### config.mk
export PLATFORM = sky130hd
export DESIGN_NAME = word_slot_collector_flat
export DESIGN_NICKNAME = d
export VERILOG_FILES = /design/src/rtl/word_slot_collector_if.sv /design/src/rtl/word_slot_collector.sv /design/src/flat_wrapper.sv
export SDC_FILE = /design/constraint.sdc
export NUM_CORES = 1
export LEC_CHECK = 0
export CAP_MARGIN = 5
export CORE_AREA = 2 2 242 244
export CTS_BUF_LIST = sky130_fd_sc_hd__clkbuf_4
export DETAILED_ROUTE_END_ITERATION = 8
export DIE_AREA = 0 0 244 246
export PLACE_DENSITY = 0.7
export SLEW_MARGIN = 0
export SYNTH_ARGS = -nofsm -noshare
export SYNTH_HDL_FRONTEND = slang
export SYNTH_SLANG_ARGS = --single-unit
### constraint.sdc
create_clock -name clock -period 36.2 [get_ports clock]
set_clock_uncertainty 0.2 [all_clocks]
set_input_delay 7.24 -clock clock [delete_from_list [all_inputs] [get_ports clock]]
set_output_delay 7.24 -clock clock [all_outputs]
set_load 0.02 [all_outputs]
### src/rtl/word_slot_collector_if.sv
// ---------------------------------------------------------------------------
// word_slot_collector_if
// Purpose : Bundles the word-in handshake, the flush request and the
//           bundle-out handshake of word_slot_collector into one interface.
// Signals :
//   in_word   [WORD_WIDTH]            incoming word (producer -> collector)
//   in_valid                          in_word valid this cycle
//   in_ready                          collector can accept in_word
//   flush                             request early release of a partial bundle
//   out_words [WORD_WIDTH*WORD_COUNT] bundle, slot k at [k*WORD_WIDTH +: WORD_WIDTH]
//   out_valid                         bundle complete and stable
//   out_ready                         consumer takes the bundle
//   out_count [COUNT_WIDTH]           number of written slots
// Modports: master = producer/consumer side, slave = collector side.
// ---------------------------------------------------------------------------
interface word_slot_collector_if #(
    parameter int WORD_WIDTH = 36,
    parameter int WORD_COUNT = 16
);
    localparam int COUNT_WIDTH = $clog2(WORD_COUNT + 1);

    logic [WORD_WIDTH-1:0]            in_word;
    logic                             in_valid;
    logic                             in_ready;
    logic                             flush;
    logic [WORD_WIDTH*WORD_COUNT-1:0] out_words;
    logic                             out_valid;
    logic                             out_ready;
    logic [COUNT_WIDTH-1:0]           out_count;

    modport master (
        output in_word, in_valid, flush, out_ready,
        input  in_ready, out_words, out_valid, out_count
    );

    modport slave (
        input  in_word, in_valid, flush, out_ready,
        output in_ready, out_words, out_valid, out_count
    );
endinterface

### src/rtl/word_slot_collector.sv
// ---------------------------------------------------------------------------
// word_slot_collector
// Purpose : Collects up to WORD_COUNT words into a flat bundle. Words fill
//           slots 0,1,2,... in arrival order; the bundle is released either
//           when all slots are written or early on flush. While the bundle is
//           presented (HOLD) it is frozen until the consumer takes it, after
//           which every slot returns to zero (the neutral value for a
//           downstream OR reduction).
// Ports   :
//   clock  in   single clock, rising edge
//   reset  in   asynchronous, active-high reset
//   bus    slave modport of word_slot_collector_if (see interface header)
// ---------------------------------------------------------------------------
module word_slot_collector #(
    parameter int WORD_WIDTH = 36,
    parameter int WORD_COUNT = 16
) (
    input  logic                    clock,
    input  logic                    reset,
    word_slot_collector_if.slave    bus
);
    localparam int COUNT_WIDTH = $clog2(WORD_COUNT + 1);
    localparam logic [COUNT_WIDTH-1:0] LAST_SLOT = COUNT_WIDTH'(WORD_COUNT - 1);

    typedef enum logic {
        COLLECT = 1'b0,
        HOLD    = 1'b1
    } state_t;

    state_t                 state_q, state_d;
    logic [COUNT_WIDTH-1:0] count_q, count_d;
    logic                   in_ready_c;
    logic                   accept;
    logic                   release_bundle;
    logic [WORD_WIDTH-1:0]  slot_q [WORD_COUNT];

    // ---------------- state register ----------------
    always_ff @(posedge clock or posedge reset) begin
        if (reset) begin
            state_q <= COLLECT;
            count_q <= '0;
        end else begin
            state_q <= state_d;
            count_q <= count_d;
        end
    end

    // ---------------- next-state logic ----------------
    always_comb begin
        state_d = state_q;
        count_d = count_q;
        case (state_q)
            COLLECT: begin
                if (accept) begin
                    count_d = count_q + 1'b1;
                end
                // Flush counts the word accepted in the same cycle, so a flush
                // at count 0 with an accept still releases a one-word bundle.
                if (accept && (count_q == LAST_SLOT)) begin
                    state_d = HOLD;
                end else if (bus.flush && (accept || (count_q != '0))) begin
                    state_d = HOLD;
                end
            end
            HOLD: begin
                if (release_bundle) begin
                    state_d = COLLECT;
                    count_d = '0;
                end
            end
            default: begin
                state_d = COLLECT;
                count_d = '0;
            end
        endcase
    end

    // ---------------- output logic ----------------
    always_comb begin
        // in_ready is forced low while reset is held, independent of the clock.
        in_ready_c     = (state_q == COLLECT) && !reset;
        accept         = in_ready_c && bus.in_valid;
        release_bundle = (state_q == HOLD) && bus.out_ready;
    end

    assign bus.in_ready  = in_ready_c;
    assign bus.out_valid = (state_q == HOLD);   // decoded straight from the state flop
    assign bus.out_count = count_q;

    // ---------------- slot storage ----------------
    // Each slot only loads when it is the next free one; unwritten slots stay
    // zero, and a release zeroes the whole bundle for the next round.
    generate
        for (genvar gi = 0; gi < WORD_COUNT; gi++) begin : g_slot
            always_ff @(posedge clock or posedge reset) begin
                if (reset) begin
                    slot_q[gi] <= '0;
                end else if (release_bundle) begin
                    slot_q[gi] <= '0;
                end else if (accept && (count_q == COUNT_WIDTH'(gi))) begin
                    slot_q[gi] <= bus.in_word;
                end
            end

            assign bus.out_words[gi*WORD_WIDTH +: WORD_WIDTH] = slot_q[gi];
        end
    endgenerate
endmodule

### src/flat_wrapper.sv
// flat-port wrapper written by rule: the top's interface ports become plain ports
module word_slot_collector_flat 
#(
    parameter int WORD_WIDTH = 36,
    parameter int WORD_COUNT = 16
)
  (clock, reset, bus_in_word, bus_in_valid, bus_flush, bus_out_ready, bus_in_ready, bus_out_words, bus_out_valid, bus_out_count);
  word_slot_collector_if #(.WORD_WIDTH(WORD_WIDTH), .WORD_COUNT(WORD_COUNT)) bus_i ();
  input  logic clock;
  input  logic reset;
  input wire logic [$bits(bus_i.in_word)-1:0] bus_in_word;
  input wire logic [$bits(bus_i.in_valid)-1:0] bus_in_valid;
  input wire logic [$bits(bus_i.flush)-1:0] bus_flush;
  input wire logic [$bits(bus_i.out_ready)-1:0] bus_out_ready;
  output wire logic [$bits(bus_i.in_ready)-1:0] bus_in_ready;
  output wire logic [$bits(bus_i.out_words)-1:0] bus_out_words;
  output wire logic [$bits(bus_i.out_valid)-1:0] bus_out_valid;
  output wire logic [$bits(bus_i.out_count)-1:0] bus_out_count;
  assign bus_i.in_word = bus_in_word;
  assign bus_i.in_valid = bus_in_valid;
  assign bus_i.flush = bus_flush;
  assign bus_i.out_ready = bus_out_ready;
  assign bus_in_ready = bus_i.in_ready;
  assign bus_out_words = bus_i.out_words;
  assign bus_out_valid = bus_i.out_valid;
  assign bus_out_count = bus_i.out_count;
  word_slot_collector #(.WORD_WIDTH(WORD_WIDTH), .WORD_COUNT(WORD_COUNT)) u_core (.clock(clock), .reset(reset), .bus(bus_i));
endmodule
Word level (Yosys, flattened, before mapping) --
Cells that the tools add are included. Widths: inputs -> output; s select.
Storage, ports and cells: bits in registers 582, output and inout port bits 583, bits of input ports 41, word-level logic and storage cells 117
Operators by class: add/sub/neg operators 1, multiplexer cells 39, bitwise logic cells 1, equal/unequal tests 17, reduce and logical (&&, ||, !) cells 41
Operator list (count):
- $mux 36 | 32
- $eq 5x4->1 const B | 8
- $reduce_bool 2->1 | 16
- $eq 5x3->1 const B | 4
- $logic_and 1x1->1 | 20
- $eq 5x2->1 const B | 2
- $mux 5 | 2
- $pmux 5 s2 | 1
- $add 5x1->5 const B | 1
- $eq 5x1->1 const B | 1
- $logic_not 5->1 | 1
- $reduce_bool 5->1 | 1
- $mux 1 | 3
- $ne 2x1->1 const B | 1
- $ne 2x2->1 const B | 1
- $pmux 1 s2 | 1
- $reduce_and 2->1 | 1
- $logic_not 1->1 | 1
- $logic_or 1x1->1 | 1
- $not 1->1 | 1

Logic depth before layout (Yosys ltp) --
Gate-level depths: netlist of the first run.
depth after elaboration 8, depth in mapped cells 9, mapped depth without buffers 6

Worst setup path after synthesis of the first run --
No wires, ideal clock.
kind input-to-reg, start point input reset, end point register u_core.state_q (netlist: u_core.bus.out_valid), stages 3, data arrival time 19.951 ns, slack 15.931 ns, required time 35.882 ns, library setup time 0.118 ns, path buffers 0, cells stage by stage inv_1 > a31oi_1 > a21oi_1
On the way: longest elaborated chain between the ends 8, elaborated cells between the ends (all ways) 9, classes of those cells mux: 3; reduce/logical: 6
RTL lines:
- start, declared | line flat_wrapper.sv:10 | input logic reset;
- $logic_not 1->1 (*) | line word_slot_collector.sv:81 | in_ready_c = (state_q == COLLECT) && !reset;
- $logic_and 1x1->1 (*) | line word_slot_collector.sv:81
- $logic_and 1x1->1 (*) | line word_slot_collector.sv:82 | accept = in_ready_c && bus.in_valid;
- $logic_or 1x1->1 | line word_slot_collector.sv:61 | end else if (bus.flush && (accept || (count_q != '0))) begin
- $logic_and 1x1->1 | line word_slot_collector.sv:61
- $mux 1 | line word_slot_collector.sv:61
- $mux 1 (*) | line word_slot_collector.sv:59 | if (accept && (count_q == LAST_SLOT)) begin
- $pmux 1 s2 (*) | line word_slot_collector.sv:52 | case (state_q)
- via u_core.state_d | line word_slot_collector.sv:30 | state_t state_q, state_d;
- end signal, assigned | line word_slot_collector.sv:43 | state_q <= state_d;
- end, declared | line word_slot_collector.sv:30
Mark *: on every way through the listed nets, which the timed path passes. The rest lies on a longest branch. A chain may end at the register's enable or synchronous reset.

Final worst setup path of the first run --
start point input reset, end point output bus_in_ready
On the way: longest elaborated chain between the ends 2
RTL lines:
- $logic_not 1->1 | line word_slot_collector.sv:81
- $logic_and 1x1->1 | line word_slot_collector.sv:81
- end, declared | line flat_wrapper.sv:15 | output wire logic [$bits(bus_i.in_ready)-1:0] bus_in_ready;
No other way between the ends.

==> results of run 1 <==
registers in the layout (all words and copies together) (netlist names):
name                  count
u_core.bus.out_count      5
u_core.bus.out_valid      1
u_core.bus.out_words    576
worst max path at each step:
stage / to
2_1_floorplan: u_core.bus.out_count[0]$_DFFE_PP0P_
3_3_place_gp: bus_in_ready
3_5_place_dp: bus_in_ready
4_1_cts: bus_in_ready
5_1_grt: bus_in_ready
6_report: bus_in_ready
routing by layer:
| metal | part of all wire [%] | global-route usage (%) | wire length (um) | up-vias |
|---|---|---|---|---|
| li1 | - | - | - | 8584 |
| met1 | 43 | 37.1 | 36000 | 9682 |
| met5 | 0 | 0 | 0 | - |
| met4 | 3.5 | 11.0 | 2950 | 0 |
| met3 | 8.2 | 9.41 | 6880 | 160 |
| met2 | 45 | 41.9 | 37700 | 815 |
power by group:
group          internal (mW)  switching (mW)  total (mW)
combinational          0.110           0.229       0.339
sequential             0.689          0.0243       0.713
clock                  0.309           0.272       0.582
cells in the final DEF (no fill, tap or decap), types with 2 or more instances in the layout:
master / count
a21oi_1: 3
and2_1: 4
buf_12: 3
buf_4: 28
bufinv_16: 2
clkbuf_4: 237
clkdlybuf4s50_1: 623
clkinv_1: 29
clkinv_2: 2
dfrtp_1: 582
ha_1: 5
inv_1: 28
mux2i_1: 425
nand2_1: 646
nand2_4: 2
nand3_1: 120
nand4_1: 9
nor2_1: 2
nor3b_4: 4
nor4bb_4: 2
o21ai_0: 105
o21ai_1: 50
final cells by class:
type                            instances  area [um2]  share of cell area [%]
Inverter                               41         161                   0.495
Clock inverter                         24         154                   0.472
Sequential cell                       582       14600                    44.7
Multi-Input combinational cell       1389        8480                    26.0
Antenna cell                            1        2.50                 0.00768
Timing Repair Buffer                  654        6510                    20.0
Clock buffer                          237        1780                    5.46
Tap cell                              765         957                    2.94
through the flow:
stage	instances	util, %	area (um2)	setup WS, ns	power [mW]
finish	3693	56.8	32600	20.02	1.63
CTS	3692	56.8	32600	20.03	1.65
global route	3693	56.8	32600	20.00	1.71
floorplan	2179	-	24100	12.46	0.907
global placement	3431	53.5	30700	20.01	1.06
detailed placement	3431	53.5	30700	20.02	1.06
kinds of logic after synthesis:
| family | after synthesis | synth area share (%) |
|---|---|---|
| simple gates | 798 | 13.6 |
| flops | 582 | 60.5 |
| mux | 425 | 17.7 |
| buf+inv | 208 | 4.54 |
| compound gates | 161 | 3.38 |
| fa+ha+maj | 5 | 0.260 |
critical path: stages:
cell,delay (ns)
clkdlybuf4s50_1,0.67
nor2_1,0.19
clkdlybuf4s50_1,0.64
==> flow_metrics.tcl, run 1 <==
set metrics [dict create \
    worstPathRequired_ns 28.76 \
    hp-start "u_core.bus.out_words[229]$_DFFE_PP0P_" \
    powerDensity_nw_per_um2 50.1 \
    cts-root-buf "clkbuf_4" \
    grt_pass1_vias 19810 \
    syn_to_final_growth_pct 35.5 \
    cts.reportedPaths.clkPinSlew_ns 0.06 \
    cts_hold_buf 0 \
    synth_area_leaders "dfrtp_1 61%, mux2i_1 18%, nand2_1 10%" \
    syn_inst 2179 \
    h-tree-depth 4 \
    fin_crit_sh_pct 44.7 \
    drt-initial-drc-count 1388 \
    fp-row-count 88 \
    cts_sinks 582 \
    ctsResizeCount 0 \
    grt-ovfl-total 0 \
    holdWs_ns 0.317 \
    ff2ff_setup_slack_ns 32.37 \
    io_pins 624 \
    postSynthAreaPerCell_um2 11.0 \
    core_area_um2 57400 \
    postRouteAntennaNets 0 \
    synth_top_area_cell "dfrtp_1" \
    ys_warn_count 0 \
    r2r_start "u_core.bus.out_valid$_DFF_PP0_" \
    worstSetupPathType "primary input to output port" \
    max_freq_mhz 61.8 \
    track_usage_pct 27.8 \
    max_slew_margin_pct 21.3 \
    place_congestion 0.849 \
    finalNetCount 2870 \
    setup-violations-final 0 \
    die_y_um 246 \
    cts_tree "done" \
    drc_errors 0 \
    endpoint_kind "output port" \
    cts_setup_buffers 0 \
    r2r_cells 5 \
    io_buffers 623 \
    die-area_um2 60000 \
    worstPathMaxFanout 6 \
    ys_ff_latch 582 \
    worstPathArrival_ns 8.74 \
    worstMarginPinSlew_ns 1.18 \
    synthFlopType "dfrtp_1" \
    grt_pass1_wl_um 125000 \
    finalMaxSlewViolations 0 \
    startpoint_type "primary input" \
    tns_ns 0 \
    hold_path.class "register to register" \
    dp_hpwl_um 56600 \
    synth_top_area_share_pct 60.5 \
    cap_violations 0 \
    synth_commonest_cells "647 x nand2_1, 582 x dfrtp_1, 425 x mux2i_1" \
    antenna_found_initial 3 \
    netlist_area_um2 24100 \
    syn_nets 2225 \
    power.leakage_nw 17.0 \
    cts_buffers 156 \
    wirelength_um 83500 \
    grt_max_degree 213 \
    clk_latency_ns 0.98 \
    synth_edf_count 0 \
    status "finished, final reports clean" \
    yosysSeqAreaShare_pct 60.5 \
    fin_crit_ns 16.18 \
    async_flop_share_pct 100 \
    synth_cell_types 32 \
    hold_viol 0 \
    avgViaCountPerCell 5.21 \
    dr.pass1.iters 7 \
    worstReg2RegEnd "u_core.bus.out_words[299]$_DFFE_PP0P_" \
    drive_above_1_share_pct 9.91 \
    clk_path_buf_depth 3 \
    num_vias 19241 \
    start_util_pct 41.9 \
    min_to "u_core.bus.out_words[229]$_DFFE_PP0P_" \
    wire_per_inst_um 22.6 \
    die_x_um 244 \
    rsz0062_at_grt "false" \
    peakVddDrop_mv 0.0340 \
    startpoint "reset" \
    fill_cells 4893 \
    synth_most_common_cell "nand2_1" \
    whs_path_depth 2 \
]
(Power assumes the default switching activity.)
==> inputs of run 2 (changes only) <==
--- a/config.mk
+++ b/config.mk
@@ -10,7 +10,7 @@
 export CTS_BUF_LIST = sky130_fd_sc_hd__clkbuf_4
 export DETAILED_ROUTE_END_ITERATION = 8
 export DIE_AREA = 0 0 244 246
-export PLACE_DENSITY = 0.7
+export PLACE_DENSITY = 0.73
 export SLEW_MARGIN = 0
 export SYNTH_ARGS = -nofsm -noshare
 export SYNTH_HDL_FRONTEND = slang
==> constraint.sdc (replaced) <==
create_clock -name clock -period 13.44 [get_ports clock]
set_clock_uncertainty 0.2 [all_clocks]
set_input_delay 2.688 -clock clock [delete_from_list [all_inputs] [get_ports clock]]
set_output_delay 2.688 -clock clock [all_outputs]
set_load 0.02 [all_outputs]
==> flow_metrics.tcl, run 2 (synthesized netlist as in run 1, its figures left out) <==
set metrics [dict create \
    status "finished, final reports clean" \
    wire_per_inst_um 23.2 \
    fin_crit_sh_pct 52.4 \
    startpoint_type "primary input" \
    syn_to_final_growth_pct 35.3 \
    hold_path.class "register to register" \
    whs_path_depth 2 \
    track_usage_pct 28.3 \
    finalNetCount 2872 \
    fill_cells 4907 \
    place_congestion 0.848 \
    r2r_start "u_core.bus.out_valid$_DFF_PP0_" \
    pwr-share-seq_pct 43.9 \
    grt_pass1_vias 20124 \
    power.leakage_nw 16.9 \
    io_pins 624 \
    dp_hpwl_um 58500 \
    start_util_pct 41.9 \
    cts.reportedPaths.clkPinSlew_ns 0.05 \
    num_vias 19457 \
    die_y_um 246 \
    worstMarginPinSlew_ns 1.30 \
    swShare_pct 32.5 \
    placedCellCount 3435 \
    rsz0062_at_grt "false" \
    die-area_um2 60000 \
    p_int_mw 2.96 \
    dr.pass1.iters 5 \
    grt_max_degree 173 \
    fp-row-count 88 \
    crit_family "buffers and inverters" \
    slowest_stage "clkdlybuf4s50_1" \
    hp-start "u_core.bus.out_words[244]$_DFFE_PP0P_" \
    hold_viol 0 \
    die_x_um 244 \
    setup-violations-final 0 \
    fin_crit_ns 7.05 \
    worstReg2RegEnd "u_core.bus.out_words[344]$_DFFE_PP0P_" \
    path_buf_inv 2 \
    clk_latency_ns 0.97 \
    max_slew_margin_pct 13.0 \
    cts_tree "done" \
    switching_power_mw 1.43 \
    final_common_cell "nand2_1" \
    grt_pass1_wl_um 127000 \
    multi_input_area_um2 8470 \
    combPwrFrac_pct 21.0 \
    peakVddDrop_mv 0.0877 \
    avgViaCountPerCell 5.28 \
    ff_latch_area_um2 14600 \
    largest_register_ffs 576 \
    powerDensity_nw_per_um2 135 \
    cts_hold_buf 0 \
    finalMaxSlewViolations 0 \
    antenna_found_initial 4 \
    max_freq_mhz 142 \
    drive_above_1_share_pct 9.76 \
    slowest_delay_ns 0.63 \
    endpoint_kind "output port" \
    tns_ns 0 \
    path_cells "clkdlybuf4s50_1 -> nor2_1 -> clkdlybuf4s50_1" \
    clk_path_buf_depth 3 \
    setup_slack_ns 6.39 \
    r2r_cells 5 \
    power_mw 4.39 \
    worstPathArrival_ns 4.16 \
    cts_sinks 582 \
    drc_errors 0 \
    min_to "u_core.bus.out_words[244]$_DFFE_PP0P_" \
    h-tree-depth 4 \
    cp_num_cells 3 \
    wirelength_um 85400 \
    cts-root-buf "clkbuf_4" \
    cap_violations 0 \
    worstPathRequired_ns 10.55 \
    postRouteAntennaNets 0 \
    ctsResizeCount 0 \
    io_buffers 623 \
    final_cell_mix "646 x nand2_1, 623 x clkdlybuf4s50_1, 582 x dfrtp_1, 425 x mux2i_1, 225 x clkbuf_4" \
    pre_cts_ws_ns 6.40 \
    core_area_um2 57400 \
    worstSetupPathType "primary input to output port" \
    worstPathMaxFanout 6 \
    holdWs_ns 0.315 \
    drt-initial-drc-count 1495 \
    crit_top_cell "clkdlybuf4s50_1" \
    ff2ff_setup_slack_ns 9.53 \
    cts_setup_buffers 0 \
    cts_buffers 154 \
    final-instance-count-excl-fill 3687 \
    grt-ovfl-total 0 \
    p_clk_share_pct 35.1 \
]
==> run 2: layer usage <==
layer	GRT usage [%]	part of all wire (%)	vias to the layer above
met4	13.9	4.3	0
met2	42.7	45	948
met5	0	0	-
met1	36.8	41	9760
li1	-	-	8567
met3	9.24	8.8	182
==> run 2: worst register-to-register path, cell delays in order (launching register included) <==
cell,delay (ns)
dfrtp_1,0.58
nand2_4,0.55
buf_4,0.78
buf_4,0.92
nand2_1,0.48
mux2i_1,0.28
==> run 2: stage by stage <==
stage	cell area, um2	utilization [%]
after floorplan	24100	-
after global placement	30700	53.5
after detailed placement	30700	53.5
after CTS	32600	56.7
after global routing	32600	56.8
final	32600	56.8
==> run 2: power groups by stage <==
stage	clock network [mW]	registers, mW	logic (mW)
3_3_place_gp	0	1.95	0.896
2_1_floorplan	0	2.08	0.369
5_1_grt	1.68	1.94	0.971
3_5_place_dp	0	1.96	0.917
4_1_cts	1.59	1.92	0.918
6_report	1.54	1.93	0.922
==> run 2: final cells by class <==
| cell class | instances | area share, % |
|---|---|---|
| Timing Repair Buffer | 658 | 20.0 |
| Clock inverter | 26 | 0.577 |
| Sequential cell | 582 | 44.7 |
| Inverter | 41 | 0.484 |
| Antenna cell | 1 | 0.00769 |
| Clock buffer | 225 | 5.19 |
| Multi-Input combinational cell | 1389 | 26.0 |
| Tap cell | 765 | 2.94 |
==> run 2: worst max-delay path by stage <==
stage | slack, ns | start | endpoint
finish | 6.39 | reset | bus_in_ready
global route | 6.35 | reset | bus_in_ready
CTS | 6.38 | reset | bus_in_ready
detailed placement | 6.40 | reset | bus_in_ready
global placement | 6.41 | reset | bus_in_ready
floorplan | 1.31 | reset | u_core.bus.out_valid$_DFF_PP0_
==> inputs of run 3 (changes only) <==
==> constraint.sdc (replaced) <==
create_clock -name clock -period 6.34 [get_ports clock]
set_clock_uncertainty 0.2 [all_clocks]
set_input_delay 1.268 -clock clock [delete_from_list [all_inputs] [get_ports clock]]
set_output_delay 1.268 -clock clock [all_outputs]
set_load 0.02 [all_outputs]
==> flow_metrics.tcl, run 3 (synthesized netlist as in run 1, its figures left out) <==
set metrics [dict create \
    ctsResizeCount 0 \
    place_congestion 0.859 \
    avgViaCountPerCell 5.22 \
    track_usage_pct 28.5 \
    wirelength_um 85600 \
    drt-initial-drc-count 1311 \
    placedCellCount 3440 \
    io_pins 624 \
    drc_errors 0 \
    r2r_cells 3 \
    final_area_um2 32700 \
    h-tree-depth 4 \
    largest_register_ffs 576 \
    die_y_um 246 \
    num_vias 19371 \
    final-instance-count-excl-fill 3711 \
    peakVddDrop_mv 0.147 \
    startpoint_type "primary input" \
    drt-met1-wl_um 35800 \
    max_freq_mhz 234 \
    grt_pass1_wl_um 128000 \
    cts.reportedPaths.clkPinSlew_ns 0.06 \
    hold_viol 0 \
    finalMaxSlewViolations 0 \
    io_buffers 623 \
    grt_pass1_vias 20252 \
    grt_max_degree 191 \
    cap_violations 0 \
    die-area_um2 60000 \
    drive_above_1_share_pct 10.4 \
    placed_cell_area_um2 30800 \
    fp-row-count 88 \
    max_slew_margin_pct 24.5 \
    dr.max_layer_used "met4" \
    met3_length_um 7150 \
    startpoint "reset" \
    hp-start "u_core.bus.out_words[242]$_DFFE_PP0P_" \
    endpoint_kind "output port" \
    fin_crit_sh_pct 67.4 \
    cts-root-buf "clkbuf_4" \
    worstPathRequired_ns 4.87 \
    dp_hpwl_um 58500 \
    finalNetCount 2880 \
    cts_sinks 582 \
    fin_crit_ns 4.28 \
    cts_setup_buffers 0 \
    hold_path.class "register to register" \
    final_util_pct 57.1 \
    worstPathMaxFanout 6 \
    final_common_cell "nand2_1" \
    clk_latency_ns 0.97 \
    worstSetupPathType "primary input to output port" \
    fill_cells 4808 \
    worstPathArrival_ns 2.81 \
    whs_path_depth 2 \
    worstMarginPinSlew_ns 1.13 \
    final_cell_mix "646 x nand2_1, 623 x clkdlybuf4s50_1, 582 x dfrtp_1, 425 x mux2i_1, 240 x clkbuf_4" \
    holdWs_ns 0.317 \
    power_mw 9.42 \
    postRouteAntennaNets 0 \
    die_x_um 244 \
    start_util_pct 41.9 \
    clk_path_buf_depth 3 \
    cts_hold_buf 0 \
    ff2ff_setup_slack_ns 3.27 \
    syn_to_final_growth_pct 36.1 \
    grt-ovfl-total 0 \
    powerDensity_nw_per_um2 288 \
    antenna_found_initial 2 \
    power.leakage_nw 17.0 \
    r2r_start "u_core.bus.out_valid$_DFF_PP0_" \
    core_area_um2 57400 \
    status "finished, final reports clean" \
    rsz0062_at_grt "false" \
    setup-violations-final 0 \
    dr.pass1.iters 6 \
    wire_per_inst_um 23.1 \
    wl_met2_um 39100 \
    cts_tree "done" \
    cts_buffers 157 \
]
## run 3: changes by cell type in the layout (fill, tap and decap cells not counted), sizes merged
cell,change
buf,+5
bufinv,-1
clkbuf,+15
clkinv,-2
clkinvlp,+2
diode,+2
inv,+3
## run 3: critical path, stage by stage
cell and delay, ns:
clkdlybuf4s50_1 0.68, nor2_1 0.22, clkdlybuf4s50_1 0.64
## run 3: worst paths after layout
check	to
max in group asynchronous	u_core.bus.out_words[390]$_DFFE_PP0P_
worst min register to register	u_core.bus.out_words[242]$_DFFE_PP0P_
min in group asynchronous	u_core.bus.out_words[193]$_DFFE_PP0P_
worst min-delay path	u_core.bus.out_words[242]$_DFFE_PP0P_
worst max-delay path	bus_in_ready
worst max register to register	u_core.bus.out_words[183]$_DFFE_PP0P_
## run 3: layer usage
metal  track usage (%)  vias up
met3              9.61      198
met2              43.3      919
li1                  -     8611
met1              37.1     9643
met4              13.0        0
met5                 0        -
## run 3: area by class of cell
type / instances / area [um2] / area share (%)
Antenna cell: 3 / 7.51 / 0.0229
Clock buffer: 240 / 1800 / 5.50
Clock inverter: 28 / 176 / 0.539
Inverter: 41 / 158 / 0.481
Multi-Input combinational cell: 1389 / 8470 / 25.9
Sequential cell: 582 / 14600 / 44.5
Tap cell: 765 / 957 / 2.92
Timing Repair Buffer: 663 / 6610 / 20.2
## run 3: through the flow
| stage | worst slack, ns | setup TNS (ns) |
|---|---|---|
| finish | 2.06 | 0 |
| global route | 1.98 | 0 |
| CTS | 2.06 | 0 |
| detailed placement | 1.78 | 0 |
| global placement | 1.90 | 0 |
| floorplan | -4.37 | -1790.27 |
## run 3: power breakdown
| group | internal, mW | leakage [nW] | switching (mW) |
|---|---|---|---|
| Sequential | 3.93 | 8.10 | 0.142 |
| Clock | 1.79 | 1.19 | 1.56 |
| Combinational | 0.641 | 7.74 | 1.35 |
| Total | 6.37 | 17.0 | 3.05 |
